## config.mk

```make
export PLATFORM = sky130hd
export DESIGN_NAME = barrel_shift_arbiter
export DESIGN_NICKNAME = d
export VERILOG_FILES = /design/src/rtl/barrel_shift_arbiter.sv
export SDC_FILE = /design/constraint.sdc
export NUM_CORES = 1
export LEC_CHECK = 0
export ABC_AREA = 1
export CAP_MARGIN = 40
export CORE_AREA = 5 5 91 93
export CTS_CLUSTER_DIAMETER = 50
export CTS_CLUSTER_SIZE = 25
export DETAILED_ROUTE_END_ITERATION = 16
export DIE_AREA = 0 0 96 98
export PLACE_DENSITY = 0.82
export SLEW_MARGIN = 20
export SYNTH_ARGS = -nofsm -noshare
export SYNTH_HDL_FRONTEND = slang
export SYNTH_SLANG_ARGS = --single-unit
```

## constraint.sdc

```tcl
create_clock -name clk -period 2.6 [get_ports clk]
set_input_delay 0.26 -clock clk [delete_from_list [all_inputs] [get_ports clk]]
set_output_delay 0.26 -clock clk [all_outputs]
set_load 0.05 [all_outputs]
```

## src/rtl/barrel_shift_arbiter.sv

```systemverilog
// barrel_shift_arbiter: shares one LAT-cycle pipelined 32-bit barrel shifter
// between two requesters and routes each result back to its issuer.
//
// Ports:
//   clk, rst                  clock, synchronous active-high reset
//   reqN_valid/ready          request handshake per requester (N = 0, 1)
//   reqN_data/amt/dir         operand, shift amount, direction (1 = right)
//   sh_valid/data/amt/dir     registered issue port into the shifter
//   sh_result                 shifter output, valid LAT cycles after issue
//   rspN_valid                one-cycle result strobe per requester
//   rsp_data                  shared result bus (pass-through of sh_result)
//   busy                      any operation issued but not yet returned
//
// Build option: define BSA_ROUND_ROBIN_EN for round-robin arbitration;
// otherwise requester 0 has fixed priority and no pointer is built.

module barrel_shift_arbiter #(
  parameter int LAT = 5
) (
  input  logic        clk,
  input  logic        rst,
  input  logic        req0_valid,
  output logic        req0_ready,
  input  logic [31:0] req0_data,
  input  logic [4:0]  req0_amt,
  input  logic        req0_dir,
  input  logic        req1_valid,
  output logic        req1_ready,
  input  logic [31:0] req1_data,
  input  logic [4:0]  req1_amt,
  input  logic        req1_dir,
  output logic        sh_valid,
  output logic [31:0] sh_data,
  output logic [4:0]  sh_amt,
  output logic        sh_dir,
  input  logic [31:0] sh_result,
  output logic        rsp0_valid,
  output logic        rsp1_valid,
  output logic [31:0] rsp_data,
  output logic        busy
);

  logic grant0;
  logic grant1;
  logic sh_id;

  logic [LAT-1:0] tag_v;
  logic [LAT-1:0] tag_id;

`ifdef BSA_ROUND_ROBIN_EN
  // last = id of the most recent grant; the other side wins a tie.
  logic last;

  always_comb begin
    grant0 = 1'b0;
    grant1 = 1'b0;
    if (!rst) begin
      if (req0_valid && (!req1_valid || last)) begin
        grant0 = 1'b1;
      end else if (req1_valid) begin
        grant1 = 1'b1;
      end
    end
  end

  always_ff @(posedge clk) begin
    if (rst) begin
      last <= 1'b1;
    end else if (grant0) begin
      last <= 1'b0;
    end else if (grant1) begin
      last <= 1'b1;
    end
  end
`else
  always_comb begin
    grant0 = !rst && req0_valid;
    grant1 = !rst && req1_valid && !req0_valid;
  end
`endif

  assign req0_ready = grant0;
  assign req1_ready = grant1;

  // Issue register: operands hold when nothing is granted.
  always_ff @(posedge clk) begin
    if (rst) begin
      sh_valid <= 1'b0;
      sh_data  <= '0;
      sh_amt   <= '0;
      sh_dir   <= 1'b0;
      sh_id    <= 1'b0;
    end else if (grant0) begin
      sh_valid <= 1'b1;
      sh_data  <= req0_data;
      sh_amt   <= req0_amt;
      sh_dir   <= req0_dir;
      sh_id    <= 1'b0;
    end else if (grant1) begin
      sh_valid <= 1'b1;
      sh_data  <= req1_data;
      sh_amt   <= req1_amt;
      sh_dir   <= req1_dir;
      sh_id    <= 1'b1;
    end else begin
      sh_valid <= 1'b0;
    end
  end

  // Tag pipeline mirrors the shifter: entry LAT-1 lines up with sh_result.
  always_ff @(posedge clk) begin
    if (rst) begin
      tag_v  <= '0;
      tag_id <= '0;
    end else begin
      tag_v[0]  <= sh_valid;
      tag_id[0] <= sh_id;
      for (int i = 1; i < LAT; i++) begin
        tag_v[i]  <= tag_v[i-1];
        tag_id[i] <= tag_id[i-1];
      end
    end
  end

  assign rsp0_valid = tag_v[LAT-1] & ~tag_id[LAT-1];
  assign rsp1_valid = tag_v[LAT-1] &  tag_id[LAT-1];
  assign rsp_data   = sh_result;
  assign busy       = sh_valid | (|tag_v);

endmodule

```

# Word level (Yosys, flattened, before mapping)
# Index checks and enable logic that the tools add are counted.
[classes]
bitwise = 4
muxes = 8
reduce_logical = 8
[op_table]
columns = ["cell", "count"]
rows = [
  ["$mux 32", 2],
  ["$mux 5", 2],
  ["$reduce_or 5->1", 1],
  ["$mux 1", 4],
  ["$logic_and 1x1->1", 3],
  ["$and 1x1->1", 2],
  ["$logic_not 1->1", 2],
  ["$reduce_bool 2->1", 1],
  ["$reduce_or 2->1", 1],
  ["$not 1->1", 1],
  ["$or 1x1->1", 1],
]
[totals]
in_bits = 112
out_inout_bits = 76
elab_cells = 27
reg_bits = 50

# Longest topological paths before layout
# Gate-level depths: netlist of run 1.
[logic_depth]
depth_word = 5
depth_mapped = 8
ltp_nobuf = 6

# Least setup slack after synthesis of run 1
# Ideal clock, no wire load.
[synth_path]
path_type = "input to output"
start = "input req0_valid"
end = "output req1_ready"
arrival_time_ps = 1496
path_stages = 4
setup_slack_ps = 844
path_buffers = 2
cell_sequence = "buf_2 > buf_4 > or2_2 > nor2_1"
[synth_via]
elab_chain_len = 2
[synth_rtl]
columns = ["element", "line_no", "source"]
rows = [
  ["from (decl)", "22", "input logic req0_valid,"],
  ["$logic_not 1->1", "78", "grant1 = !rst && req1_valid && !req0_valid;"],
  ["$logic_and 1x1->1", "78", ""],
  ["to (decl)", "28", "output logic req1_ready,"],
]
# Every way passes these cells.

# Final worst setup path of run 1
[layout_path]
start = "input rst"
end = "output req0_ready"
[layout_via]
elab_chain_len = 2
[layout_rtl]
columns = ["element", "line_no", "source"]
rows = [
  ["from (decl)", "21", "input logic rst,"],
  ["$logic_not 1->1", "77", "grant0 = !rst && req0_valid;"],
  ["$logic_and 1x1->1", "77", ""],
  ["to (decl)", "23", "output logic req0_ready,"],
]
# Every way passes these cells.

==> run_results.csv, run 1 <==
group,metric,value,unit
critical_path,max_stage_delay,0.46,ns
yosys,synth_cells,448,
grt,use_met2,27.51,%
floorplanning,pin_count,188,
routing,antenna_left,0,
yosys,synthesis.area,2736,sq um
sta,hold_viol,0,
run_status,status,"finished, final reports clean",
sta,max-slew-margin-rel,45.30,%
job,drv_cap,0,
critical_path,cp_top_family,"buffers and inverters",
floorplanning,row_count,32,
routing,drt-initial-drc-count,84,
floorplanning,die_h,98,microns
grt,track_usage,15.41,%
floorplanning,die_x,96,microns
critical_path,crit_chain,"clkdlybuf4s50_1 > buf_4 > inv_2 > nand2_1 > inv_1 > buf_12",
critical_path,arrival,1.73,ns
critical_path,cp_num_buf_inv,5,
yosys,yosys.cell_types.count,15,
cts,cts.sinks,50,
cts,clk_path_buf_depth,2,
yosys,yosysWarnings,0,
grt,grt_pass1_vias,2714,
yosys,postSynthRegisterBits,50,
grt,grt_use_met1,15.82,%
yosys,ys_seq_area_share,36.58,%
grt,grtUsageMet3,5.008,%
critical_path,worst-setup-path-type,"in2out",
cells_and_area,area_growth,41.11,%
grt,top_usage_layer,"met2",
cts,htree_levels,2,
sta,period_needed,1.988,ns
power,power_density,503.3,nW/um^2
cts,postCtsResizedCells,0,
sta,worst_pin_slew,0.8174,ns
placed_design,dp.final_hpwl,5.270,mm
cells_and_area,final_common_cell,"nand2_1",
cts,numCtsBuffers,5,
cells_and_area,fill_cells,753,
sta,rsz0062_at_grt,"false",
critical_path,endpoint_kind,"output port",
critical_path,crit_path_start_kind,"primary input",
power,peakVddDrop,0.0002478,V
sta,period_share,76.45,%
cells_and_area,fin_nets,637,
routing,firstDrtPassIters,4,
min_path,worst_hold_path_type,"reg2reg",
yosys,postSynthNetCount,560,
routing,drcViolationCount,0,
critical_path,crit_fanout,15,
placed_design,gp_congestion,0.7109,
cts,cts_tree,"done",
sta,tns,0,ns
critical_path,slowest_stage,"clkdlybuf4s50_1",
cells_and_area,layout_common_cells,"nand2_1 (154), clkdlybuf4s50_1 (120), nor2_1 (90)",
routing,drt_wl_total,7.091,mm
cts,post_cts_buffers,0,
floorplanning,die-area,9408,sq um
cells_and_area,layout-drive-gt1-share,3.612,%
routing,via_count,2757,
cts,root_buffer,"clkbuf_8",
cts,cts_hold_buf,0,
sta,slew_viol_final,0,
placed_design,portBuffers,123,
cells_and_area,antennaDiodeCount,0,
grt,grt_pass1_wl,11.71,mm
grt,grt-ovfl-total,0,
sta,setup_viol,0,
placed_design,dp.cells,620,
cells_and_area,fin_util,51.85,%
sta,fmax,503.1,MHz
cts,clkLatencyLatePin,0.30,ns
grt,grt_max_degree,75,
routing,wl_per_cell,11.29,microns
yosys,syn_avg_cell_area,6.108,sq um
grt,antenna_found_initial,0,
routing,viasPerCell,4.390,
power,p_leak,1.852,nW
sta,fin_hold_ws,0.4074,ns
floorplanning,core,7447,sq um
cells_and_area,final_cells,628,
floorplanning,start_util,36.74,%
critical_path,required,2.34,ns
cts,clk_pin_slew,0.10,ns
sta,finalClockSkew,0.003741,ns
-- flip-flops by register name, indices dropped and copies added (netlist names) --
signal and cells:
sh_id 1, sh_data 32, sh_dir 1, tag_id 5, sh_amt 5, sh_valid 1
tag_v 5
-- per-layer routing --
layer	wire, microns	up-vias
met5	0	-
met4	229	0
met3	588	21
met2	3509	103
met1	2763	1202
li1	-	1431
-- through the flow --
step | cell area [sq um] | setup WS (ns) | power, mW
after global placement | 3767 | 0.6101 | 1.485
final | 3861 | 0.6122 | 1.944
after CTS | 3861 | 0.5818 | 1.973
after detailed placement | 3767 | 0.5324 | 1.498
after global routing | 3861 | 0.4599 | 2.061
after floorplan | 2736 | 0.8440 | 1.375
-- tightest hold or removal path, stage by stage (launching register included) --
cell     delay [ns]
dfxtp_1        0.31
inv_1          0.04
nor2_1         0.03
-- final timing paths --
kind | startpoint | endpoint | slack, ns | cells past startpoint
max | rst | req0_ready | 0.61 | 6
min | tag_id[1] | tag_id[2] | 0.41 | 2
max reg2reg | sh_data[21] | sh_data[21] | 1.90 | 4
min reg2reg | tag_id[1] | tag_id[2] | 0.41 | 2
-- cells by family (layout without fill, tap and decap cells) --
group,Yosys count,after routing,synth area share (%)
AO/OA/AOI/OAI,2,2,0.5029
buffers and inverters,112,190,22.04
flip-flops,50,50,36.58
AND/OR/NAND/NOR,284,284,40.88
-- cell type report --
cell class                      count  area [sq um]  share of cell area [%]
Timing Repair Buffer              128          1296                   33.57
Multi-Input combinational cell    286          1140                   29.52
Sequential cell                    50          1001                   25.92
Inverter                           54         202.7                   5.250
Tap cell                          102         127.6                   3.305
Clock buffer                        5         68.82                   1.782
Clock inverter                      3         25.02                  0.6481
-- synth_stat cells --
master	count	area [sq um]
dfxtp_1	50	1001
nand2_1	154	578.1
buf_4	36	270.3
buf_1	1	3.750
clkbuf_1	3	11.26
nor2_1	90	337.8
nand3_1	38	190.2
buf_2	14	70.07
a21oi_1	1	5.000
buf_6	4	45.04
o21ai_2	1	8.760
or2_2	1	6.260
inv_1	53	198.9
inv_2	1	3.750
nand4_1	1	6.260
-- where the power goes --
group          internal (mW)  leakage, nW  switching [mW]
sequential             0.818        0.413          0.0266
clock                  0.195       0.0447           0.273
combinational          0.266         1.39           0.364
Note: power is estimated with default switching activity, not from simulation.
==> run 2: changes to the inputs <==
--- a/config.mk
+++ b/config.mk
@@ -7,12 +7,12 @@
 export LEC_CHECK = 0
 export ABC_AREA = 1
 export CAP_MARGIN = 40
-export CORE_AREA = 5 5 91 93
+export CORE_AREA = 5 5 99 101
 export CTS_CLUSTER_DIAMETER = 50
 export CTS_CLUSTER_SIZE = 25
 export DETAILED_ROUTE_END_ITERATION = 16
-export DIE_AREA = 0 0 96 98
-export PLACE_DENSITY = 0.82
+export DIE_AREA = 0 0 104 106
+export PLACE_DENSITY = 0.72
 export SLEW_MARGIN = 20
 export SYNTH_ARGS = -nofsm -noshare
 export SYNTH_HDL_FRONTEND = slang
==> constraint.sdc (replaced) <==
create_clock -name clk -period 1.7 [get_ports clk]
set_input_delay 0.17 -clock clk [delete_from_list [all_inputs] [get_ports clk]]
set_output_delay 0.17 -clock clk [all_outputs]
set_load 0.05 [all_outputs]
==> run_results.csv, run 2 (synthesized netlist as in run 1, its figures left out) <==
group,metric,value,unit
sta,fmax,610.6,MHz
cts,numCtsBuffers,5,
sta,period_share,96.33,%
cells_and_area,layout_common_cells,"nand2_1 (154), clkdlybuf4s50_1 (114), nor2_1 (90)",
cells_and_area,stdcell_area,3956,sq um
floorplanning,die_x,104,microns
routing,antenna_left,0,
power,peakVddDrop,0.0003119,V
placed_design,dp.final_hpwl,5.305,mm
floorplanning,die_h,106,microns
sta,tns,0,ns
cells_and_area,regMostFlops,"sh_data",
cells_and_area,antennaDiodeCount,0,
cells_and_area,fill_cells,950,
floorplanning,core,8934,sq um
routing,via_count,2714,
cts,postCtsResizedCells,0,
cts,root_buffer,"clkbuf_8",
cts,cts_hold_buf,0,
cts,cts.sinks,50,
cells_and_area,fin_nets,641,
sta,setup_viol,0,
routing,wl_per_cell,10.85,microns
cts,clk_pin_slew,0.09,ns
critical_path,max_stage_delay,0.82,ns
routing,firstDrtPassIters,4,
min_path,worst_hold_path_type,"in2out",
grt,track_usage,12.48,%
power,power_density,823.3,nW/um^2
cts,cts_tree,"done",
placed_design,gp_congestion,0.7227,
job,drv_cap,0,
critical_path,cp_num_buf_inv,1,
floorplanning,die-area,11020,sq um
routing,drt_wl_total,6.954,mm
grt,grt-ovfl-total,0,
grt,grt_pass1_vias,2641,
cts,htree_levels,2,
sta,rsz0062_at_grt,"false",
sta,hold_viol,0,
grt,antenna_found_initial,0,
placed_design,portBuffers,123,
critical_path,worst-setup-path-type,"reg2out",
routing,drcViolationCount,0,
floorplanning,pin_count,188,
cells_and_area,multi_input_area,1140,sq um
cells_and_area,largest_reg_flops,32,
critical_path,cp_top_family,"buffers and inverters",
critical_path,arrival,1.47,ns
grt,grt_pass1_wl,11.63,mm
sta,worst_pin_slew,0.5296,ns
grt,grt_max_degree,44,
routing,viasPerCell,4.234,
critical_path,slowest_stage,"clkdlybuf4s50_1",
cts,post_cts_buffers,0,
cells_and_area,area_growth,44.58,%
cts,clkLatencyLatePin,0.30,ns
critical_path,crit_path_start_kind,"register",
critical_path,crit_fanout,2,
cts,clk_path_buf_depth,2,
sta,period_needed,1.638,ns
power,p_leak,1.912,nW
placed_design,place_area,3819,sq um
sta,max-slew-margin-rel,64.59,%
critical_path,required,1.53,ns
run_status,status,"finished, final reports clean",
cells_and_area,seqCellArea,1001,sq um
sta,slew_viol_final,0,
floorplanning,start_util,30.63,%
critical_path,crit_chain,"clkdlybuf4s50_1",
cells_and_area,layout-drive-gt1-share,5.472,%
sta,finalClockSkew,0.002014,ns
cells_and_area,final_common_cell,"nand2_1",
routing,drt-initial-drc-count,65,
floorplanning,row_count,35,
critical_path,endpoint_kind,"output port",
run 2: routing by layer:
| metal | vias up | global-route usage (%) | wire (microns) | share of wire (%) |
|---|---|---|---|---|
| li1 | 1438 | - | - | - |
| met1 | 1183 | 13.32 | 2876 | 41 |
| met2 | 83 | 23.54 | 3534 | 51 |
| met5 | - | 0 | 0 | 0 |
| met4 | 0 | 2.960 | 80 | 1.2 |
| met3 | 10 | 4.189 | 462 | 6.6 |
run 2: path summary, 6_finish.rpt:
path	start	to	slack, ns	depth (start not counted)
min	sh_result[0]	rsp_data[0]	0.34	0
max reg2reg	sh_data[29]	sh_data[29]	1.04	4
max	sh_data[8]	sh_data[8]	0.06	1
min reg2reg	tag_id[1]	tag_id[2]	0.41	2
run 2: layout make-up:
cell class                      count  share of cell area, %
Timing Repair Buffer              132                  33.78
Clock inverter                      3                  1.739
Inverter                           54                  5.123
Clock buffer                        5                  1.739
Multi-Input combinational cell    286                  28.81
Sequential cell                    50                  25.30
Tap cell                          111                  3.510
run 2: where the power goes:
group	total, mW	switching (mW)	internal [mW]
Clock	0.990	0.401	0.589
Sequential	1.29	0.0372	1.25
Combinational	0.979	0.562	0.417
run 2: through the flow:
stage	hold slack (ns)	total power [mW]	instances	util, %	setup WS, ns
4_1_cts	0.3403	3.324	641	44.29	0.04160
2_1_floorplan	0.3202	2.103	448	-	0.1240
6_report	0.3400	3.257	641	44.29	0.06238
3_3_place_gp	0.3403	2.288	633	42.75	0.1550
5_1_grt	0.3401	3.437	641	44.29	0.01024
3_5_place_dp	0.3403	2.305	633	42.75	0.1073
